<file path="src/rtl/program_sequencer.sv">
// MiniCPU program sequencer: fetches {opcode, operand} words from synchronous program
// memory and issues each opcode for one cycle, with free-run and single-step modes.
module program_sequencer #(
  parameter int DATA_W   = 4,
  parameter int ADDR_W   = 4,
  parameter int PROG_LEN = 16
) (
  input  logic                clk,
  input  logic                rst_n,
  input  logic                start,
  input  logic                step_mode,
  input  logic                step,
  output logic                mem_rd,
  output logic [ADDR_W-1:0]   mem_addr,
  input  logic [4+DATA_W-1:0] mem_rdata,
  output logic [3:0]          instruction,
  output logic [DATA_W-1:0]   data_out,
  output logic                instr_valid,
  output logic                busy,
  output logic                done,
  output logic                err,
  output logic [ADDR_W-1:0]   pc,
  output logic [3:0]          err_op
);

  typedef enum logic [2:0] {
    S_IDLE,
    S_FETCH,
    S_WAIT,
    S_DECODE,
    S_ISSUE,
    S_DONE,
    S_ERROR
  } state_t;

  localparam logic [ADDR_W-1:0] LAST_PC = ADDR_W'(PROG_LEN - 1);
  localparam logic [3:0]        FIRST_RESERVED_OP = 4'd12;

  state_t              state_reg, state_next;
  logic [ADDR_W-1:0]   pc_reg, pc_next;
  logic [3:0]          ir_op_reg;
  logic [DATA_W-1:0]   ir_arg_reg;
  logic [3:0]          instr_reg, instr_next;
  logic [DATA_W-1:0]   data_reg, data_next;
  logic [3:0]          err_op_reg, err_op_next;
  logic                step_hold;

  // In single-step mode DECODE waits until step is seen high.
  assign step_hold = step_mode && !step;

  always_ff @(posedge clk or negedge rst_n) begin
    if (!rst_n) begin
      state_reg  <= S_IDLE;
      pc_reg     <= '0;
      instr_reg  <= '0;
      data_reg   <= '0;
      err_op_reg <= '0;
    end else begin
      state_reg  <= state_next;
      pc_reg     <= pc_next;
      instr_reg  <= instr_next;
      data_reg   <= data_next;
      err_op_reg <= err_op_next;
    end
  end

  // Memory data is valid in WAIT, one cycle after the FETCH read strobe.
  always_ff @(posedge clk or negedge rst_n) begin
    if (!rst_n) begin
      ir_op_reg  <= '0;
      ir_arg_reg <= '0;
    end else if (state_reg == S_WAIT) begin
      ir_op_reg  <= mem_rdata[4+DATA_W-1:DATA_W];
      ir_arg_reg <= mem_rdata[DATA_W-1:0];
    end
  end

  always_comb begin
    state_next  = state_reg;
    pc_next     = pc_reg;
    instr_next  = instr_reg;
    data_next   = data_reg;
    err_op_next = err_op_reg;
    case (state_reg)
      S_IDLE, S_DONE, S_ERROR: begin
        if (start) begin
          state_next  = S_FETCH;
          pc_next     = '0;
          err_op_next = '0;
        end
      end
      S_FETCH: state_next = S_WAIT;
      S_WAIT:  state_next = S_DECODE;
      S_DECODE: begin
        if (ir_op_reg >= FIRST_RESERVED_OP) begin
          state_next  = S_ERROR;
          err_op_next = ir_op_reg;
        end else if (!step_hold) begin
          // Load the issue registers here so they are stable throughout ISSUE and hold afterwards.
          state_next = S_ISSUE;
          instr_next = ir_op_reg;
          data_next  = ir_arg_reg;
        end
      end
      S_ISSUE: begin
        if (pc_reg == LAST_PC) begin
          state_next = S_DONE;
        end else begin
          state_next = S_FETCH;
          pc_next    = pc_reg + 1'b1;
        end
      end
      default: state_next = S_IDLE;
    endcase
  end

  assign mem_rd      = (state_reg == S_FETCH);
  assign mem_addr    = pc_reg;
  assign instruction = instr_reg;
  assign data_out    = data_reg;
  assign instr_valid = (state_reg == S_ISSUE);
  assign busy        = (state_reg == S_FETCH) || (state_reg == S_WAIT) ||
                       (state_reg == S_DECODE) || (state_reg == S_ISSUE);
  assign done        = (state_reg == S_DONE);
  assign err         = (state_reg == S_ERROR);
  assign pc          = pc_reg;
  assign err_op      = err_op_reg;

endmodule

</file>
<file path="config.mk">
export PLATFORM = sky130hd
export DESIGN_NAME = program_sequencer
export DESIGN_NICKNAME = d
export VERILOG_FILES = /design/src/rtl/program_sequencer.sv
export SDC_FILE = /design/constraint.sdc
export NUM_CORES = 1
export LEC_CHECK = 0
export CORE_ASPECT_RATIO = 1.5
export CORE_UTILIZATION = 39
export CTS_CLUSTER_SIZE = 28
export DETAILED_ROUTE_END_ITERATION = 7
export GPL_TIMING_DRIVEN = 0
export PLACE_DENSITY = 0.71
export SYNTH_ARGS = -nofsm -noshare
export SYNTH_HDL_FRONTEND = slang
export SYNTH_SLANG_ARGS = --single-unit
</file>
<file path="constraint.sdc">
create_clock -name clk -period 1.47 [get_ports clk]
set_input_delay 0.147 -clock clk [delete_from_list [all_inputs] [get_ports clk]]
set_output_delay 0.147 -clock clk [all_outputs]
set_load 0.05 [all_outputs]
</file>
### Word level (Yosys, flattened, before mapping)

Index checks and enable logic that the tools add are counted.

* $add $sub $neg: 1
* magnitude comparators: 1
* equal/unequal tests: 11
* muxes and demuxes: 10
* bitwise gates (word level): 2
* reductions and logical operators: 13

Operators with widths (count)
* $pmux 4 s2: 2
* $pmux 3 s5: 1
* $mux 3: 4
* $mux 4: 3
* $eq 3x3->1 const B: 3
* $reduce_and 3->1: 3
* $eq 3x2->1 const B: 2
* $ne 2x2->1 const B: 3
* $add 4x1->4 const B: 1
* $eq 4x4->1 const B: 1
* $ge 4x4->1 const B: 1
* $reduce_bool 2->1: 2
* $eq 3x1->1 const B: 1
* $logic_not 3->1: 1
* $logic_or 1x1->1: 3
* $ne 3x3->1 const B: 1
* $reduce_or 3->1: 1
* $not 1->1: 2
* $reduce_and 2->1: 1
* $logic_and 1x1->1: 1
* $logic_not 1->1: 1

* bits in registers: 27
* input port bits: 13
* output and inout bits: 25
* word-level logic and storage cells: 45

### Longest topological paths before layout

* depth after elaboration: 5
* gate-level depth with buffers: 6
* mapped depth without buffers: 6

### Worst setup path after synthesis

Ideal clock, no wire load.

* path kind: register -> output
* from: reg state_reg[0]
* to: out mem_rd
* arrival time: 1.942 ns
* required time: 1.323 ns
* path slack: -0.619 ns
* stages on the path, launching flop included: 3
* cells stage by stage: dfrtp_1 > clkbuf_1 > nor3b_1

* cells in the longest elaborated chain, start to end: 1

RTL lines
* start: declaration: RTL line 39 `state_t state_reg, state_next;`
* start signal: assignment: RTL line 59 `state_reg <= state_next;`
* $eq 3x1->1: RTL line 117 `assign mem_rd = (state_reg == S_FETCH);`
* end: declaration: RTL line 13 `output logic mem_rd,`

No other way between the ends.

### Final worst setup path

* from: reg state_reg[1]
* to: reg pc_reg[0] (netlist: mem_addr[0])

* cells in the longest elaborated chain, start to end: 4
* elaborated cells between the ends (all ways): 10
* those cells by class: eq/ne (5); mux (1); reduce/logical (4)

RTL lines
* $eq 3x3->1 / $logic_not 3->1 (equally long branches): RTL line 84 `case (state_reg)`
* $reduce_or 3->1: RTL line 84
* $ne 2x2->1 (no source line) / $reduce_bool 2->1 (equally long branches)
* $reduce_and 3->1 (no source line)
* end signal: assignment: RTL line 60 `pc_reg <= pc_next;`
* end: declaration: RTL line 40 `logic [ADDR_W-1:0] pc_reg, pc_next;`

Several ways; a longest one is shown, not always the timed one.
A chain may end at the register's enable or synchronous reset.

==> key figures <==
STA
  – Min cycle time layout: approximately 1.7 ns
  – Final Max Slew Viols: 0
  – F_max: just over 0.6 GHz
  – RSZ-0062 raised after global routing: true
  – Slew HR: 0.606
  – Worst-margin pin slew: a little under 0.6 ns
  – Setup ws final: -0.184 ns
  – Period utilisation layout: 1.12
  – Layout Skew: ~0.0021 ns
  – # setup viols final: 16
  – Hold Vio Cnt, Final: 0

Worst setup path
  – Worst Path Required: approximately 1.6 ns
  – Reg2Reg Setup Slack: -0.18 ns
  – Endpoint type of the worst setup path: flop
  – Worst Setup Start Kind: flop
  – RR Startpoint: state_reg[1]$_DFFE_PN0P_
  – Critical path peak fanout: 4
  – CP startpoint: state_reg[1]$_DFFE_PN0P_
  – Kind of critical path: flop to flop
  – CP Capture Point: mem_addr[0]$_DFFE_PN0P_
  – RR Endpoint: mem_addr[0]$_DFFE_PN0P_
  – R2r worst-path depth: 4
  – Worst path arrival time: between 1.5 and 2 ns

Yosys
  – Top_reg_cell synth: dfrtp_1
  – Number of synthesized register bits: 27
  – Fraction of registers with async set or reset after synthesis: 1.00
  – Avg Cell Area, Syn: about 12 um^2
  – Syn. warnings: 0
  – Mapped Nets: 130
  – Seq/Total Area, Yosys: 0.497
  – Count leader, synth: dfrtp_1
  – Gate Count Post-Synth: 116
  – Largest cells by area after synthesis: dfrtp_1 (50%), mux2_2 (13%), buf_4 (2.8%)
  – Yosys cell types: 38
  – Synth area leader: dfrtp_1
  – Top cells by count, synth: dfrtp_1 (27), mux2_2 (16), nand2_1 (10)
  – Top cell type's share of synthesized area: 0.497
  – Number of synthesized flops with an enable pin: 0
  – Synthesized area: 0.00136 mm^2

Hold path
  – HP Class: primary input to async pin

Global routing
  – Met2 Usage GRT: 0.329
  – Global Route met3 Usage: 0.0225
  – Vias in the first global route: approximately 1.1k
  – Met1 usage: 0.218
  – GRT Total Usage: 0.185
  – Grt ovf: 0
  – Initial antenna violation count: 0
  – GRT Max-Usage Layer: met2
  – First-pass GRT wire length: 5240 um
  – Largest net degree at the start of global routing: 28

Route
  – Vias: between 1k and 1.5k
  – Wirelength per Cell: between 15 and 20 um
  – Post-route ant nets: 0
  – Initial detailed-routing violation count: 10
  – Total Routed Length: between 3000 and 4000 um
  – Router iterations before antenna repair: 4
  – Drt drc: 0
  – DR vias/cell: 5.37

Floorplan
  – Initial core utilization: 0.422
  – I/O pin cnt: 38
  – Core Area: between 0.003 and 0.004 mm^2
  – Die span in x: 50.2 um
  – Die Footprint: ~0.0037 mm^2
  – Die Height: roughly 74 um
  – Site Rows: 25

CTS
  – Sink Count: 27
  – Worst-Skew Late Latency: approximately 0.27 ns
  – Clk root buf: clkbuf_8
  – H-tree levels: 1
  – CTS tree: done
  – Num CTS Buffers: 3
  – Clock Path Buffers: 2
  – Clock transition at path regs: 0.09 ns

Final layout
  – Area of the multi-input gates: 734 um^2
  – Register area: about 680 um^2
  – Diode count: 0
  – Net count, final: 184
  – Fill cell count: roughly 270
  – Fin area: between 0.002 and 0.0025 mm^2
  – Layout cells sized above 1: 0.444
  – Syn-to-layout area delta: 50.1%

Run status
  – Failing checks: negative setup slack
  – Status: complete, but fails checks

Power and ir drop
  – PD cells: around 2500 mW/mm^2
  – Sequential fraction of design power: 0.268
  – Combinational power share: 0.649
  – Int Power: 0.00277 W
  – P_sw: 0.00239 W
  – Pleak: just under 1 nW
  – Clock share of power: 0.083
  – Net Sw Frac: 0.463
  – VDD IR max: 1.54 mV

Place
  – Port buffer count: 37
  – DP HPWL: ~2100 um
  – Cell Area, Placed: 0.00185 mm^2
  – GP Congestion: between 0.8 and 0.9
  – Worst slack, placed: -0.575 ns

Run
  – Max-Cap Viols: 0
==> cells by family (layout without fill, tap and decap cells) <==
kind of cell,count (synthesis),in the layout,synth area share
AND/OR/NAND/NOR,35,35,0.153
AO/OA/AOI/OAI,19,19,0.113
multiplexers,20,20,0.166
flip-flops,27,27,0.497
buffers and inverters,12,65,0.0488
adder cells (fa/ha/maj),1,1,0.00921
XOR/XNOR,2,2,0.0129
==> worst min path at each step <==
stage,startpoint,end,slack (ns),cells past startpoint
after global routing,rst_n,ir_arg_reg[0]$_DFFE_PN0N_,0.48,2
after global placement,ir_arg_reg[0]$_DFFE_PN0N_,data_out[0]$_DFFE_PN0P_,0.49,1
after detailed placement,instruction[2]$_DFFE_PN0P_,instruction[2]$_DFFE_PN0P_,0.49,1
after floorplan,rst_n,data_out[0]$_DFFE_PN0P_,-0.15,0
final,rst_n,mem_addr[2]$_DFFE_PN0P_,0.40,2
after CTS,mem_rdata[6],ir_op_reg[2]$_DFFE_PN0N_,0.47,2
==> layout make-up <==
class	instances	share of cell area
Multi-Input combinational cell	77	0.360
Clock inverter	1	0.00368
Clock buffer	3	0.0202
Timing Repair Buffer	51	0.225
Buffer	6	0.0239
Inverter	4	0.00859
Sequential cell	27	0.334
Tap cell	40	0.0245
==> power by group through the flow <==
stage / Clock [W] / Combinational (W) / Sequential (W)
after floorplan: 0 / 0.00159 / 0.00197
after global placement: 0 / 0.00295 / 0.00138
after detailed placement: 0 / 0.00299 / 0.00140
after CTS: 0.000447 / 0.00315 / 0.00139
after global routing: 0.000475 / 0.00353 / 0.00143
final: 0.000427 / 0.00335 / 0.00139
==> placed cells by master (no fill, tap or decap), types with 4 or more instances in the layout <==
cell | Yosys | layout
nand2_1 | 10 | 9
dfrtp_1 | 27 | 22
o21ai_0 | 5 | 4
nor2_1 | 5 | 4
dlygate4sd2_1 | 0 | 15
clkdlybuf4s50_1 | 0 | 11
dfrtp_2 | 0 | 5
buf_4 | 5 | 16
buf_6 | 0 | 5
mux2_4 | 1 | 17
==> through the flow <==
step | instances | TNS (ns) | util | hold slack, ns | power, W
2_1_floorplan | 116 | -1.25 | - | -0.149 | 0.00357
3_3_place_gp | 193 | -9.11 | 0.575 | 0.486 | 0.00433
3_5_place_dp | 193 | -10.87 | 0.575 | 0.492 | 0.00439
4_1_cts | 203 | -1.48 | 0.614 | 0.473 | 0.00498
5_1_grt | 209 | -2.30 | 0.633 | 0.483 | 0.00544
6_report | 209 | -1.47 | 0.633 | 0.400 | 0.00516
==> critical path, stage by stage (launching register included) <==
cell       delay [ns]
dfrtp_2          0.47
buf_6            0.14
and2b_2          0.22
a2111oi_4        0.39
mux2_4           0.33
==> per-layer routing <==
layer | part of all wire | vias up | wire length, um
met2 | 0.53 | 38 | 1700
met5 | 0 | - | 0
met3 | 0.039 | 10 | 125
met1 | 0.40 | 557 | 1270
li1 | - | 517 | -
met4 | 0.027 | 0 | 86
==> repair_timing <==
action	CTS	global route
setup endpoints to repair	49	30
pin swaps	2	5
endpoints found under the hold margin	0	27
hold buffers	0	1
setup buffers	7	5
cloned	0	1
resized for setup	71	21
No activity file was read; power rests on OpenSTA's default activity.
